$ cat src/rtl/mul_pkg.sv
// Shared constants and types for the sequential mantissa multiplier.
// Holds the operand width, the iteration counter width and the FSM state encoding.
// No logic lives here; everything is elaboration-time only.
package mul_pkg;

    localparam int WIDTH = 9;
    localparam int PW    = 2 * WIDTH;
    localparam int CNT_W = 4;

    typedef enum logic [1:0] {
        IDLE = 2'd0,
        RUN  = 2'd1,
        DONE = 2'd2
    } state_t;

endpackage

$ cat src/rtl/adder18.sv
// 18-bit unsigned adder shared by the mantissa datapaths.
// Purely combinational, zero latency.
// No handshake; the carry-out is dropped because callers guarantee it is never set.
module adder18 (
    input  logic [17:0] a_i,
    input  logic [17:0] b_i,
    output logic [17:0] s_o
);

    assign s_o = a_i + b_i;

endmodule

$ cat src/rtl/mant_mul_seq.sv
// Shift-and-add unsigned mantissa multiplier, one multiplier bit per clock.
// Latency: product valid exactly WIDTH edges after the accepting edge.
// Backpressure: in_ready only in IDLE; product held stable in DONE until out_ready.
module mant_mul_seq
    import mul_pkg::*;
#(
    parameter int WIDTH = mul_pkg::WIDTH
) (
    input  logic                 clk,
    input  logic                 rst_n,
    input  logic                 in_valid,
    output logic                 in_ready,
    input  logic [WIDTH-1:0]     a,
    input  logic [WIDTH-1:0]     b,
    output logic                 out_valid,
    input  logic                 out_ready,
    output logic [2*WIDTH-1:0]   p,
    output logic                 busy
);

    localparam int PWL = 2 * WIDTH;
    localparam logic [CNT_W-1:0] CNT_LAST = CNT_W'(WIDTH - 1);

    state_t           state_q, state_d;
    logic [PWL-1:0]   mcand_q, mcand_d;
    logic [WIDTH-1:0] mplr_q,  mplr_d;
    logic [PWL-1:0]   acc_q,   acc_d;
    logic [CNT_W-1:0] cnt_q,   cnt_d;
    logic [PWL-1:0]   sum;

    // Every accumulation goes through the shared adder.
    adder18 u_adder (
        .a_i (acc_q),
        .b_i (mcand_q),
        .s_o (sum)
    );

    // State register; reset abandons any operation in flight.
    always_ff @(posedge clk or negedge rst_n) begin
        if (!rst_n) begin
            state_q <= IDLE;
        end else begin
            state_q <= state_d;
        end
    end

    // Next state: RUN always lasts WIDTH edges, no early exit on zero operands.
    always_comb begin
        state_d = state_q;
        case (state_q)
            IDLE:    if (in_valid)          state_d = RUN;
            RUN:     if (cnt_q == CNT_LAST) state_d = DONE;
            DONE:    if (out_ready)         state_d = IDLE;
            default:                        state_d = IDLE;
        endcase
    end

    // Outputs: product gated to zero outside DONE.
    always_comb begin
        in_ready  = (state_q == IDLE);
        out_valid = (state_q == DONE);
        busy      = (state_q != IDLE);
        p         = out_valid ? acc_q : '0;
    end

    // Datapath next state: capture in IDLE, shift-and-add in RUN, hold otherwise.
    always_comb begin
        mcand_d = mcand_q;
        mplr_d  = mplr_q;
        acc_d   = acc_q;
        cnt_d   = cnt_q;
        case (state_q)
            IDLE: begin
                if (in_valid) begin
                    mcand_d = {{(PWL-WIDTH){1'b0}}, a};
                    mplr_d  = b;
                    acc_d   = '0;
                    cnt_d   = '0;
                end
            end
            RUN: begin
                if (mplr_q[0]) begin
                    acc_d = sum;
                end
                // Bits shifted past the top are dropped; they never reach acc for WIDTH-bit operands.
                mcand_d = mcand_q << 1;
                mplr_d  = mplr_q >> 1;
                cnt_d   = cnt_q + 1'b1;
            end
            default: ;
        endcase
    end

    // Datapath registers.
    always_ff @(posedge clk or negedge rst_n) begin
        if (!rst_n) begin
            mcand_q <= '0;
            mplr_q  <= '0;
            acc_q   <= '0;
            cnt_q   <= '0;
        end else begin
            mcand_q <= mcand_d;
            mplr_q  <= mplr_d;
            acc_q   <= acc_d;
            cnt_q   <= cnt_d;
        end
    end

endmodule

$ cat config.mk
export PLATFORM = sky130hd
export DESIGN_NAME = mant_mul_seq
export DESIGN_NICKNAME = d
export VERILOG_FILES = /design/src/rtl/mul_pkg.sv /design/src/rtl/adder18.sv /design/src/rtl/mant_mul_seq.sv
export SDC_FILE = /design/constraint.sdc
export NUM_CORES = 1
export LEC_CHECK = 0
export ABC_AREA = 1
export CAP_MARGIN = 25
export CORE_ASPECT_RATIO = 0.6
export CORE_MARGIN = 2
export CORE_UTILIZATION = 56
export CTS_BUF_LIST = sky130_fd_sc_hd__clkbuf_8 sky130_fd_sc_hd__clkbuf_16
export CTS_CLUSTER_DIAMETER = 80
export DETAILED_ROUTE_END_ITERATION = 6
export PLACE_DENSITY_LB_ADDON = 0.08
export SETUP_SLACK_MARGIN = 0.05
export SLEW_MARGIN = 25
export SYNTH_ARGS = -nofsm -noshare
export SYNTH_HDL_FRONTEND = slang
export SYNTH_SLANG_ARGS = --single-unit
$ cat constraint.sdc
create_clock -name clk -period 2 [get_ports clk]
set_input_delay 0.2 -clock clk [delete_from_list [all_inputs] [get_ports clk]]
set_output_delay 0.2 -clock clk [all_outputs]
set_load 0.02 [all_outputs]
# Word level (Yosys, flattened, before mapping)

Index checks and enable logic that the tools add are counted.
W data, S select, Z words.

Equality and inequality tests: 7
Reduce and logical (&&, ||, !) cells: 6
$add $sub $neg: 2
Multiplexer cells: 14

Operators by type and width:

| kind                  | number |
|---|---|
| $mux W18              | 4 |
| $pmux W18 S2          | 2 |
| $add A18 B18 Y18      | 1 |
| $pmux W9 S2           | 1 |
| $mux W9               | 1 |
| $pmux W4 S2           | 1 |
| $mux W2               | 3 |
| $ne A2 B2 Y1 const B  | 3 |
| $pmux W2 S3           | 1 |
| $reduce_and A3 Y1     | 2 |
| $add A4 B1 Y4 const B | 1 |
| $eq A4 B4 Y1 const B  | 1 |
| $mux W4               | 1 |
| $reduce_bool A2 Y1    | 2 |
| $eq A2 B1 Y1 const B  | 1 |
| $eq A2 B2 Y1 const B  | 1 |
| $logic_not A2 Y1      | 1 |
| $ne A2 B1 Y1 const B  | 1 |
| $reduce_and A2 Y1     | 1 |

Output and inout port bits: 21
Bits in registers: 51
Logic and storage cells: 34
Input port bits: 22

# Logic depth before layout (Yosys ltp)

Word-level depth: 3
Mapped depth: 12
Gate-level depth less buffers: 12

# By module

From an unflattened synthesis, not the netlist that was laid out.

Cells, all modules: 469
Area total of the unflattened synthesis: 3281.9 µm²

By module, submodules not included:

| module       | area each (µm²) | seq. area each (µm²) | instances | cells each |
|---|---|---|---|---|
| mant_mul_seq | 2306.0          | 1276.2               | 1         | 290 |
| adder18      | 975.9           | 0.0                  | 1         | 179 |

# Least setup slack after synthesis

Ideal clock, no wire load.

Kind: flip-flop to flip-flop
Start: reg mcand_q[0]
End: reg acc_q[12]
Cell stages (with the launch flop): 12
Setup slack: 0.324 ns
Path buffers: 0
Clock period less this slack: 1.676 ns
Arrival: 1.558 ns
Data required time: 1.883 ns
Setup time: 0.117 ns
Path through: dfrtp_1 ha_1 inv_1 fa_1 o21ai_2 nand2_1 nand2_1 nand2_1 nand2_1 nand2_1 nand3_1 nand2_1

Cells in the longest elaborated chain, start to end: 3

Ends and longest elaborated chain:

| element                  | RTL line            | source |
|---|---|---|
| start: declaration       | mant_mul_seq.sv:25  | `logic [PWL-1:0] mcand_q, mcand_d;` |
| start signal: assignment | mant_mul_seq.sv:102 | `mcand_q <= mcand_d;` |
| $add A18 B18 Y18         | adder18.sv:10       | `assign s_o = a_i + b_i;` |
| $mux W18                 | mant_mul_seq.sv:82  | `if (mplr_q[0]) begin` |
| $pmux W18 S2             | mant_mul_seq.sv:72  | `case (state_q)` |
| end signal: assignment   | mant_mul_seq.sv:99  | `acc_q <= '0;` |
| end signal: assignment   | mant_mul_seq.sv:104 | `acc_q <= acc_d;` |
| end: declaration         | mant_mul_seq.sv:27  | `logic [PWL-1:0] acc_q, acc_d;` |

Every way passes these cells. The select of a mux whose other input is x is not followed.
A chain may end at the register's enable or synchronous reset.

# Final worst setup path

Start: reg mcand_q[4]
End: reg acc_q[7]

The elaborated chain is that of the path after synthesis.

==> results.yml <==
worst_setup_path:
  cp-start-kind: "flip-flop"
  r2r-start: "mcand_q[4]"
  cp.arrival_ns: 2.05
  critical_path_class: "reg2reg"
  crit_path_end_kind: "flip-flop"
  crit_fanout: 5
  cp-startpoint: "mcand_q[4]"
  cp.required_ns: 2.19
synthesis:
  syn_nets: 466
  synth_top_family_by_area: "simple AND/OR/NAND/NOR gates"
  ys_top_cells_by_count: "nand2_1 (97), inv_1 (70), dfrtp_1 (51), nor2_1 (41), nand3_1 (20)"
  yosysWarnings: 0
  yosysMostFrequentCell: "nand2_1"
  ys_seq_area_share_pct: 38.5
  synthSimpleGateAreaFrac_pct: 25.7
  synthArstFlopShare_pct: 100
  syn_area_um2: 3310
  synth_top_cell_area_share_pct: 38.5
  synth_compound_area_share_pct: 15.8
  synth-seq-cells: 51
  synthMuxAreaShare_pct: 0
  ys_types: 33
  synth_cells: 424
  yosys.area_share.adder_pct: 7.79
  ys_top_cells_by_area: "dfrtp_1 (39%), nand2_1 (11%), inv_1 (7.9%)"
  synth_top_area_cell: "dfrtp_1"
  ys.flop_type: "dfrtp_1"
  synth_edf_count: 0
  synth-xor-area-share_pct: 1.06
  synth.avg_cell_area_um2: 7.81
floorplan:
  dieArea_um2: 6560
  initial_core_util_pct: 58.6
  die_width_um: 103
  dieHeight_um: 63.6
  core_um2: 5650
  rows: 21
  io_pins: 43
global_route:
  gr-total-overflow: 0
  grt_pass1_vias: 2803
  met2_usage_pct: 36.4
  top_usage_layer: "met1"
  use_met3_pct: 4.88
  grt_usage_pct: 26.9
  grt_pass1_wl_um: 13600
  grt_max_degree: 24
  antenna_found_initial: 0
  use_met1_pct: 44.4
placed_design:
  globalplace.congestion: 0.940
  hpwl_um: 6320
  pre_cts_ws_ns: 0.0749
  postPlaceCellArea_um2: 3800
  portBuffers: 42
timing:
  clock_skew_ns: 0.00483
  tightest_slew_ns: 0.538
  finalCriticalPeriod_ns: 1.86
  setup_viol: 0
  rsz0062_at_grt: "false"
  max_freq_mhz: 537
  slew_viol_final: 0
  fin_ws_ns: 0.139
  setup_tns_ns: 0
  slew_headroom_pct: 64.2
  hold_violations: 0
  finalCritPeriodShare_pct: 93.1
routing:
  drt_first_pass_iters: 5
  viasPerCell: 5.45
  antenna_left: 0
  drt_iter0_drc: 187
  drc_errors: 0
  routedWlPerCell_um: 14.9
  vias: 3002
  drt_wl_total_um: 8210
final_layout:
  diodes: 0
  design_area_um2: 3940
  drive_gt1_share_pct: 11.0
  nNetsFinal: 512
  areaGrowthSynthToFinish_pct: 19.0
cts:
  cts_tree: "yes"
  clock_latency_ns: 0.30
  htreeDepth: 2
  cts_num_sinks: 51
  cts_made_buffers: 5
  clk_pin_slew_ns: 0.10
  cts_buffer_depth: 2
  clk_root_buffer_cell: "clkbuf_8"
power_and_ir_drop:
  powerDensity_nw_per_um2: 1860
  peakVddDrop_uv: 1000
  leakagePower_nw: 2.02
status:
  status: "complete, no violations"
flow_run:
  cap_violations: 0
hold_path:
  hold_class: "in2async"
## routing by layer
layer | wire [um] | part of all wire, %
met1 | 4360 | 53
met2 | 3340 | 41
met3 | 443 | 5.4
met4 | 67 | 0.82
met5 | 0 | 0
## report_power, final
group	internal [mW]	switching, mW
clock	0.378	0.370
sequential	1.53	0.345
combinational	1.70	3.00
## layout make-up
cell class	instances	area, um2
Clock buffer	5	68.8
Clock inverter	3	46.3
Fill cell	496	1710
Inverter	76	303
Multi-Input combinational cell	287	1700
Sequential cell	51	1280
Tap cell	80	100
Timing Repair Buffer	49	448
## cells in the final DEF (no fill, tap or decap), types with 3 or more instances in the layout
| cell | instances |
|---|---|
| buf_4 | 6 |
| o21ai_2 | 6 |
| nor2_1 | 40 |
| clkbuf_8 | 5 |
| nand3b_1 | 6 |
| clkdlybuf4s50_1 | 23 |
| dfrtp_1 | 51 |
| ha_1 | 18 |
| dlygate4sd2_1 | 18 |
| a221oi_1 | 8 |
| nand3_1 | 19 |
| o22ai_1 | 10 |
| nand2_1 | 96 |
| a221oi_2 | 7 |
| o22ai_2 | 3 |
| a21oi_1 | 17 |
| o21ai_0 | 15 |
| inv_1 | 70 |
| nand2_4 | 3 |
| nor3_1 | 19 |
## worst paths after layout
| check | endpoint | slack (ns) | cells past startpoint |
|---|---|---|---|
| setup / recovery | acc_q[7] | 0.14 | 7 |
| hold / removal | acc_q[2] | 0.40 | 2 |
| setup reg to reg | acc_q[7] | 0.14 | 7 |
| hold reg to reg | acc_q[13] | 0.53 | 2 |
| max in group asynchronous | mcand_q[8] | 0.96 | 3 |
| min in group clk | state_q[1] | 0.45 | 2 |
## cells by family after synthesis
family,Yosys count
buffers and inverters,86
AOI/OAI and AO/OA,72
xor gates and xnor gates,4
and+or+nand+nor,191
DFF,51
adders and majority gates,20
## flip-flops by register name, summed over array words and instances, names as in the netlist
| register | flops |
|---|---|
| state_q | 2 |
| cnt_q | 4 |
| mplr_q | 9 |
| mcand_q | 18 |
| acc_q | 18 |
## through the flow
step / hold WS (ns) / util (%) / cells / total power, mW
after floorplan: -0.0956 / - / 424 / 5.37
after global placement: 0.202 / 67.4 / 542 / 6.29
after detailed placement: 0.205 / 67.4 / 542 / 6.41
after CTS: 0.403 / 69.3 / 551 / 7.18
after global routing: 0.451 / 69.7 / 551 / 8.03
final: 0.399 / 69.7 / 551 / 7.32
## critical path, cell delays in order, from the launching register on
cell     delay, ns
dfrtp_1       0.41
ha_1          0.37
a21oi_1       0.30
nor2_1        0.08
nor2_1        0.10
nand2_1       0.12
o21ai_0       0.28
o21ai_2       0.09
## timing repair
| item | 4_1_cts | 5_1_grt |
|---|---|---|
| buffers inserted | 0 | 0 |
| endpoints found under the hold margin | 21 | 0 |
| gates resized for setup | 20 | 7 |
| pin swaps | 0 | 1 |
| setup endpoints to repair | 18 | 6 |
| hold buffers | 1 | 0 |
Note: power is estimated with default switching activity, not from simulation.
